<file path="src/rtl/cpu_pkg.sv">
// Shared opcode, ALU select and state encodings for the sequencer and the ALU.
// Optional STEP state exists only when CPU_SINGLE_STEP_EN is defined.
package cpu_pkg;

    localparam logic [3:0] OP_NOP  = 4'h0;
    localparam logic [3:0] OP_ADD  = 4'h1;
    localparam logic [3:0] OP_SUB  = 4'h2;
    localparam logic [3:0] OP_INC  = 4'h3;
    localparam logic [3:0] OP_DEC  = 4'h4;
    localparam logic [3:0] OP_AND  = 4'h5;
    localparam logic [3:0] OP_OR   = 4'h6;
    localparam logic [3:0] OP_NOT  = 4'h7;
    localparam logic [3:0] OP_SHL  = 4'h8;
    localparam logic [3:0] OP_LDI  = 4'hA;
    localparam logic [3:0] OP_JMP  = 4'hB;
    localparam logic [3:0] OP_JZ   = 4'hC;
    localparam logic [3:0] OP_HALT = 4'hF;

    // ALU select codes equal the ALU opcodes so decode is a straight pass-through
    localparam logic [3:0] ALU_NONE = 4'h0;
    localparam logic [3:0] ALU_ADD  = OP_ADD;
    localparam logic [3:0] ALU_SUB  = OP_SUB;
    localparam logic [3:0] ALU_INC  = OP_INC;
    localparam logic [3:0] ALU_DEC  = OP_DEC;
    localparam logic [3:0] ALU_AND  = OP_AND;
    localparam logic [3:0] ALU_OR   = OP_OR;
    localparam logic [3:0] ALU_NOT  = OP_NOT;
    localparam logic [3:0] ALU_SHL  = OP_SHL;

    typedef enum logic [2:0] {
        ST_FETCH,
        ST_DECODE,
        ST_EXEC,
        ST_IMM,
`ifdef CPU_SINGLE_STEP_EN
        ST_STEP,
`endif
        ST_HALT
    } state_t;

    // State entered once an instruction has fully retired
`ifdef CPU_SINGLE_STEP_EN
    localparam state_t ST_DONE = ST_STEP;
`else
    localparam state_t ST_DONE = ST_FETCH;
`endif

    typedef struct packed {
        logic       is_alu;
        logic       is_imm;
        logic       is_halt;
        logic       is_illegal;
        logic [3:0] alus;
    } dec_t;

    function automatic logic is_alu_op(input logic [3:0] op);
        return (op >= OP_ADD) && (op <= OP_SHL);
    endfunction

endpackage

</file>
<file path="src/rtl/cpu_instr_dec.sv">
// Combinational opcode classifier: opcode -> {is_alu, is_imm, is_halt, is_illegal, alus}.
// Zero latency, no flow control.
module cpu_instr_dec
    import cpu_pkg::*;
(
    input  logic [3:0] opcode,
    output dec_t       dec
);

    always_comb begin
        dec = '0;
        if (is_alu_op(opcode)) begin
            dec.is_alu = 1'b1;
            dec.alus   = opcode;
        end else begin
            dec.alus = ALU_NONE;
            case (opcode)
                OP_NOP:                 ;
                OP_LDI, OP_JMP, OP_JZ:  dec.is_imm  = 1'b1;
                OP_HALT:                dec.is_halt = 1'b1;
                default:                dec.is_illegal = 1'b1;
            endcase
        end
    end

endmodule

</file>
<file path="src/rtl/cpu_ctrl_seq.sv">
// Fetch/decode/execute sequencer owning PC, IR and zero flag; CPU_SINGLE_STEP_EN adds a STEP gate.
// Latency: ALU/LDI/JMP/JZ 3 cycles, NOP 2; stalls on mem_rdy with a MEM_TIMEOUT bus-error escape.
module cpu_ctrl_seq
    import cpu_pkg::*;
#(
    parameter logic [7:0] RESET_PC    = 8'h00,
    parameter int         MEM_TIMEOUT = 16
) (
    input  logic       clk,
    input  logic       rst,
`ifdef CPU_SINGLE_STEP_EN
    input  logic       step,
`endif
    output logic       mem_rd,
    output logic [7:0] mem_addr,
    input  logic [7:0] mem_rdata,
    input  logic       mem_rdy,
    input  logic [7:0] alu_dout,
    output logic [3:0] alus,
    output logic [1:0] rs_sel,
    output logic [1:0] rd_sel,
    output logic       reg_we,
    output logic       reg_wsrc,
    output logic       zflag,
    output logic       halted,
    output logic       illegal,
    output logic       bus_err
);

    localparam int            CW   = $clog2(MEM_TIMEOUT + 1);
    localparam logic [CW-1:0] TMAX = CW'(MEM_TIMEOUT - 1);

    state_t        state, state_nxt;
    logic [7:0]    pc, pc_nxt;
    logic [7:0]    ir, ir_nxt;
    logic          zflag_nxt;
    logic          bus_err_nxt;
    logic [CW-1:0] tcnt, tcnt_nxt;
    dec_t          dec;

    cpu_instr_dec u_dec (
        .opcode (ir[7:4]),
        .dec    (dec)
    );

    assign mem_addr = pc;
    assign rs_sel   = ir[1:0];
    assign rd_sel   = ir[3:2];

    always_comb begin
        state_nxt   = state;
        pc_nxt      = pc;
        ir_nxt      = ir;
        zflag_nxt   = zflag;
        bus_err_nxt = bus_err;
        tcnt_nxt    = tcnt;
        mem_rd      = 1'b0;
        alus        = ALU_NONE;
        reg_we      = 1'b0;
        reg_wsrc    = 1'b0;
        halted      = 1'b0;
        illegal     = 1'b0;

        case (state)
            ST_FETCH: begin
                mem_rd = 1'b1;
                if (mem_rdy) begin
                    ir_nxt    = mem_rdata;
                    pc_nxt    = pc + 8'd1;
                    tcnt_nxt  = '0;
                    state_nxt = ST_DECODE;
                end
            end
            ST_DECODE: begin
                if (dec.is_alu) begin
                    state_nxt = ST_EXEC;
                end else if (dec.is_imm) begin
                    state_nxt = ST_IMM;
                end else if (dec.is_halt) begin
                    state_nxt = ST_HALT;
                end else begin
                    illegal   = dec.is_illegal;
                    state_nxt = ST_DONE;
                end
            end
            ST_EXEC: begin
                alus      = dec.alus;
                reg_we    = 1'b1;
                zflag_nxt = (alu_dout == 8'h00);
                state_nxt = ST_DONE;
            end
            ST_IMM: begin
                mem_rd = 1'b1;
                if (mem_rdy) begin
                    tcnt_nxt  = '0;
                    state_nxt = ST_DONE;
                    case (ir[7:4])
                        OP_LDI: begin
                            reg_we   = 1'b1;
                            reg_wsrc = 1'b1;
                            pc_nxt   = pc + 8'd1;
                        end
                        OP_JZ:   pc_nxt = zflag ? mem_rdata : pc + 8'd1;
                        default: pc_nxt = mem_rdata;
                    endcase
                end
            end
`ifdef CPU_SINGLE_STEP_EN
            ST_STEP: begin
                if (step) state_nxt = ST_FETCH;
            end
`endif
            ST_HALT: halted = 1'b1;
            default: state_nxt = ST_FETCH;
        endcase

        // Memory wait: the MEM_TIMEOUT-th unanswered cycle converts into a sticky bus error
        if ((state == ST_FETCH || state == ST_IMM) && !mem_rdy) begin
            if (tcnt == TMAX) begin
                bus_err_nxt = 1'b1;
                state_nxt   = ST_HALT;
            end else begin
                tcnt_nxt = tcnt + CW'(1);
            end
        end

        if (rst) begin
            mem_rd   = 1'b0;
            alus     = ALU_NONE;
            reg_we   = 1'b0;
            reg_wsrc = 1'b0;
            halted   = 1'b0;
            illegal  = 1'b0;
        end
    end

    always_ff @(posedge clk) begin
        if (rst) begin
            state   <= ST_FETCH;
            pc      <= RESET_PC;
            ir      <= 8'h00;
            zflag   <= 1'b0;
            bus_err <= 1'b0;
            tcnt    <= '0;
        end else begin
            state   <= state_nxt;
            pc      <= pc_nxt;
            ir      <= ir_nxt;
            zflag   <= zflag_nxt;
            bus_err <= bus_err_nxt;
            tcnt    <= tcnt_nxt;
        end
    end

endmodule
</file>
<file path="config.mk">
export PLATFORM = sky130hd
export DESIGN_NAME = cpu_ctrl_seq
export DESIGN_NICKNAME = d
export VERILOG_FILES = /design/src/rtl/cpu_pkg.sv /design/src/rtl/cpu_instr_dec.sv /design/src/rtl/cpu_ctrl_seq.sv
export SDC_FILE = /design/constraint.sdc
export NUM_CORES = 1
export LEC_CHECK = 0
export CAP_MARGIN = 40
export CORE_ASPECT_RATIO = 0.5
export CORE_MARGIN = 10
export CORE_UTILIZATION = 45
export CTS_BUF_LIST = sky130_fd_sc_hd__clkbuf_4
export CTS_CLUSTER_DIAMETER = 50
export DETAILED_ROUTE_END_ITERATION = 10
export GPL_ROUTABILITY_DRIVEN = 0
export PLACE_DENSITY = 0.83
export SYNTH_ARGS = -nofsm -noshare
export SYNTH_HDL_FRONTEND = slang
export SYNTH_SLANG_ARGS = --single-unit
</file>
<file path="constraint.sdc">
create_clock -name clk -period 2.42 [get_ports clk]
set_input_delay 0.726 -clock clk [delete_from_list [all_inputs] [get_ports clk]]
set_output_delay 0.726 -clock clk [all_outputs]
set_load 0.02 [all_outputs]
</file>
# Word-level counts from Yosys, hierarchy flattened
# Index checks and enable logic that the tools add are counted.
dict set report word_totals {
  reg_bits 26
  out_inout_bits 23
}
dict set report op_classes {
  add_sub_neg 2
  magnitude_cmp 2
  eq_ne 11
  n_mux 40
  n_reduce_logical 14
}
# op n
set ops {}
lappend ops {{$pmux W8 S2} 2}
lappend ops {{$mux W3} 8}
lappend ops {{$mux W8} 3}
lappend ops {{$mux W5} 4}
lappend ops {{$mux W1} 18}
lappend ops {{$eq A4 B4 Y1 const B} 4}
lappend ops {{$mux W4} 3}
lappend ops {{$pmux W3 S4} 1}
lappend ops {{$add A8 B1 Y8 const B} 1}
lappend ops {{$logic_not A8 Y1} 1}
lappend ops {{$eq A3 B2 Y1 const B} 2}
lappend ops {{$add A5 B1 Y5 const B} 1}
lappend ops {{$eq A5 B4 Y1 const B} 1}
lappend ops {{$reduce_or A5 Y1} 1}
lappend ops {{$ge A4 B1 Y1 const B} 1}
lappend ops {{$le A4 B4 Y1 const B} 1}
lappend ops {{$logic_not A4 Y1} 1}
lappend ops {{$ne A2 B2 Y1 const B} 2}
lappend ops {{$reduce_and A2 Y1} 2}
lappend ops {{$eq A3 B1 Y1 const B} 1}
lappend ops {{$eq A3 B3 Y1 const B} 1}
lappend ops {{$logic_not A3 Y1} 1}
lappend ops {{$reduce_and A3 Y1} 1}
lappend ops {{$reduce_or A3 Y1} 1}
lappend ops {{other kinds (6)} 7}

# Depth between registers and ports, before layout
dict set report depth {
  depth_word 10
  mapped_depth 6
  ltp_nobuf 5
}

# Modules after synthesis
# Synthesis repeated with hierarchy kept, for this count alone.
dict set report unflattened {
  hier_cells 195
  hier_area_um2 1557.7
}
# mod n_inst cells_per_inst area_each_um2 seq_area_each_um2
set modules_own_cells {}
lappend modules_own_cells {cpu_ctrl_seq 1 182 1456.4 520.5}
lappend modules_own_cells {cpu_instr_dec 1 13 101.3 0.0}

# Worst setup path after synthesis
# OpenSTA, ideal clock, no wires.
dict set report synth_path {
  path_type {input port to output port}
  from {in rst}
  to {out alus[3]}
  t_arrival_ns 1.990
  setup_slack_ns -0.296
  path_stages 2
  path_buffers 0
  path_cell_list {or4b_1 -> nor4b_1}
}
dict set report synth_between {
  elab_chain_len 1
}
# element line
set synth_lines {}
lappend synth_lines {{from (decl)} cpu_ctrl_seq.sv:10} ;# input logic rst,
lappend synth_lines {{$mux W4} cpu_ctrl_seq.sv:127} ;# if (rst) begin
lappend synth_lines {{to (decl)} cpu_ctrl_seq.sv:19} ;# output logic [3:0] alus,
# No other way between the ends.

# Worst setup path in the final report
dict set report layout_path {
  from {in mem_rdy}
  to {out reg_wsrc}
}
dict set report layout_between {
  elab_chain_len 3
}
# element line
set layout_lines {}
lappend layout_lines {{from (decl)} cpu_ctrl_seq.sv:17} ;# input logic mem_rdy,
lappend layout_lines {{$mux W1} cpu_ctrl_seq.sv:94} ;# if (mem_rdy) begin
lappend layout_lines {{$mux W1} cpu_ctrl_seq.sv:64} ;# case (state)
lappend layout_lines {{$mux W1} cpu_ctrl_seq.sv:127}
lappend layout_lines {{to (decl)} cpu_ctrl_seq.sv:23} ;# output logic reg_wsrc,
# No other way between the ends.

==> impl_metrics.csv <==
group,metric,value,unit
timing,fmax,0.393,GHz
synthesis,yosys.area.top_type,"dfxtp_1",
power,p_sw,268,uW
timing,period_needed,2.54,ns
synthesis,syn_area,1550,um^2
synthesis,synth_cells,194,
power,p_int,717,uW
synthesis,ys.flop_type,"dfxtp_1",
timing,setup_violations,6,
critical_path,cpPeakStageDelay,0.49,ns
placement,hpwl,3420,um
power,p_comb_share,21.2,%
power,power_density,452,nW/um^2
synthesis,syn_avg_cell_area,7.97,um^2
run_status,outcome,"complete, but fails checks",
clocking,worstSkewPairLatency,0.33,ns
power,pwr-share-clk,31.0,%
timing,relSlewSlack,68.0,%
critical_path,arrival,1.82,ns
synthesis,yosys.area_share.simple,32.1,%
critical_path,cpMaxStageDelayCell,"clkdlybuf4s50_1",
detailed_routing,vias,1672,
power,leakagePower,0.872,nW
timing,rsz0062_at_grt,"yes",
power,switching_share,27.2,%
clocking,cts.path.max_buffers,2,
grt,overflow,0,
critical_path,crit_fanout,3,
critical_path,end_kind,"output port",
timing,fin_skew,0.00822,ns
synthesis,synth_fp_nets,215,
detailed_routing,ant_nets,0,
grt,grt_pass1_vias,1546,
floorplanning,die_width,103,um
final_layout,diodes,0,
critical_path,crit_chain,"clkdlybuf4s50_1 -> inv_2 -> nor4_1 -> buf_2",
critical_path,worst-path-buf-inv,3,
clocking,cts.clk_slew.worst_paths,0.15,ns
grt,antenna_found_initial,0,
synthesis,synthMuxAreaShare,4.53,%
critical_path,critical_path_class,"primary input to output port",
synthesis,synth_top_family_by_area,"simple AND/OR/NAND/NOR gates",
clocking,cts_setup_buffers,0,
detailed_routing,drc,0,
floorplanning,die_area,6320,um^2
clocking,clock_sinks,26,
final_layout,nets,265,
power,seq_power_share,47.8,%
run_status,violations,"negative setup slack",
clocking,clockRootBuffer,"clkbuf_4",
floorplanning,num_rows,14,
timing,worst_pin_slew,0.468,ns
timing,fin_ws,-0.122,ns
grt,grt_usage,14.5,%
clocking,cts_tree,"done",
grt,grt_max_degree,34,
synthesis,synth_top_area_share,33.7,%
placement,pre_cts_ws,-0.953,ns
synthesis,yosys_warnings,0,
final_layout,area_growth,40.9,%
floorplanning,coreArea,3140,um^2
synthesis,synthXorXnorAreaFrac,0.566,%
run,cap_violations,0,
floorplanning,start_util,49.3,%
floorplanning,io_pins,42,
final_layout,fin_util,69.5,%
synthesis,synth_fa_ha_area_share,1.62,%
min_path,hp-class,"flip-flop to flip-flop",
detailed_routing,wire_per_inst,16.5,um
clocking,cts_buffers,3,
synthesis,synth_compound_area_share,20.3,%
synthesis,async_flop_share,0,%
grt,grt_pass1_wl,7440,um
critical_path,crit_path_start_kind,"primary input",
detailed_routing,first_iter_violations,119,
timing,finalCritPeriodShare,105,%
detailed_routing,routed_wl,4670,um
synthesis,synth_edf_count,0,
synthesis,yosysSeqAreaShare,33.7,%
critical_path,cp.required,1.69,ns
detailed_routing,first_pass_iters,4,
synthesis,ys_types,48,
clocking,htreeDepth,1,
detailed_routing,avgViaCountPerCell,5.91,
floorplanning,fp.dieH,61.5,um
placement,port-buffer-count,41,
synthesis,ys_seq_elements,26,
timing,hold_viol,0,
power,irDropWorstVdd,0.203,mV
synthesis,synth_area_leaders,"dfxtp_1 (34%), a21oi_1 (8.1%), nand2_1 (5.1%)",
final_layout,drive_above_1_share,19.3,%
timing,final_max_slew_viol_count,0,
critical_path,critPathTopFamily,"buffers and inverters",
## path summary, 6_finish.rpt
path	start	endpoint	slack (ns)	cells after the start
max reg2reg	ir[4]$_SDFFE_PP0P_	mem_addr[0]$_SDFFE_PP0P_	0.63	6
min reg2reg	ir[2]$_SDFFE_PP0P_	ir[2]$_SDFFE_PP0P_	0.46	2
min	ir[2]$_SDFFE_PP0P_	ir[2]$_SDFFE_PP0P_	0.46	2
max	mem_rdy	reg_wsrc	-0.12	4
## layout make-up
class | count | area (um^2)
Tap cell | 40 | 50.0
Clock inverter | 1 | 30.0
Multi-Input combinational cell | 145 | 973
Timing Repair Buffer | 58 | 537
Inverter | 10 | 37.5
Fill cell | 237 | 957
Sequential cell | 26 | 528
Clock buffer | 3 | 22.5
## metal layers
metal	vias up	GRT usage (%)	share of wire (%)
li1	809	-	-
met1	788	15.7	40
met3	8	4.13	8.0
met5	-	0	0
met4	0	5.50	2.1
met2	67	26.9	50
## through the flow
| stage | instance area (um^2) | hold slack [ns] | TNS [ns] | power (mW) | cells |
|---|---|---|---|---|---|
| 2_1_floorplan | 1560 | 0.437 | -0.0531 | 0.582 | 194 |
| 5_1_grt | 2180 | 0.494 | -0.601 | 1.02 | 283 |
| 3_3_place_gp | 2070 | 0.443 | -6.82 | 0.669 | 279 |
| 6_report | 2180 | 0.464 | -0.550 | 0.985 | 283 |
| 4_1_cts | 2170 | 0.466 | -0.444 | 0.984 | 283 |
| 3_5_place_dp | 2070 | 0.447 | -7.15 | 0.678 | 279 |
## synthesized netlist by cell type (2+ instances only)
| cell | number |
|---|---|
| nand2b_1 | 4 |
| inv_1 | 9 |
| clkbuf_1 | 5 |
| or3_1 | 3 |
| a21oi_1 | 25 |
| buf_2 | 2 |
| o32ai_1 | 7 |
| or4_1 | 3 |
| o41ai_1 | 2 |
| nor4_1 | 2 |
| and3_1 | 4 |
| nor4b_1 | 3 |
| and2_1 | 3 |
| nor3_1 | 7 |
| mux2i_1 | 7 |
| nand2_1 | 21 |
| dfxtp_1 | 26 |
| buf_4 | 4 |
| nand3b_1 | 3 |
| a31oi_1 | 2 |
| ha_1 | 2 |
| nor2_1 | 14 |
| nor3b_1 | 2 |
| o21ai_0 | 3 |
| nand3_1 | 8 |
## flip-flops by register name, indices dropped and copies added (netlist names)
name and cells:
state 3, bus_err 1, tcnt 5, mem_addr 8, zflag 1, ir 8
## logic make-up after synthesis
kind of cell | Yosys count
simple gates | 88
compound gates | 47
flops | 26
buf+inv | 23
mux | 7
fa+ha+maj | 2
xor+xnor | 1
## repair_timing
action	CTS	global route
endpoints found under the setup margin	9	8
endpoints found under the hold margin	0	0
pin swaps	5	2
hold buffers	0	0
gates resized for setup	61	6
## placed cells by master (no fill, tap or decap), types with 2 or more instances in the layout
| cell type | netlist | routed |
|---|---|---|
| a21oi_1 | 25 | 25 |
| a31oi_1 | 2 | 2 |
| and2_4 | 0 | 3 |
| and3_1 | 4 | 4 |
| buf_2 | 2 | 2 |
| buf_4 | 4 | 16 |
| buf_6 | 1 | 6 |
| clkbuf_4 | 0 | 3 |
| clkdlybuf4s50_1 | 0 | 31 |
| dfxtp_1 | 26 | 22 |
| dfxtp_2 | 0 | 3 |
| ha_1 | 2 | 2 |
| inv_1 | 9 | 9 |
| mux2i_1 | 7 | 7 |
| nand2_1 | 21 | 21 |
| nand2b_1 | 4 | 4 |
| nand3_1 | 8 | 8 |
| nand3b_1 | 3 | 3 |
| nor2_1 | 14 | 13 |
| nor3_1 | 7 | 7 |
| nor3b_1 | 2 | 2 |
| nor4_1 | 2 | 2 |
| nor4b_1 | 3 | 2 |
| o21ai_0 | 3 | 3 |
| o32ai_1 | 7 | 7 |
| or3_1 | 3 | 3 |
| or4_1 | 3 | 3 |
## power groups by stage
stage | clock network, mW | logic, mW | registers (mW)
floorplan | 0 | 0.105 | 0.477
global placement | 0 | 0.195 | 0.474
detailed placement | 0 | 0.201 | 0.476
CTS | 0.310 | 0.205 | 0.469
global route | 0.321 | 0.227 | 0.474
finish | 0.306 | 0.209 | 0.471
## worst register-to-register path: cells and delay by family (launching register included)
kind / cells / cell delay [ns]
AND/OR/NAND/NOR: 2 / 0.62
flip-flops: 1 / 0.45
buffers and inverters: 2 / 0.39
AO/OA/AOI/OAI: 2 / 0.27
(Power assumes the default switching activity.)
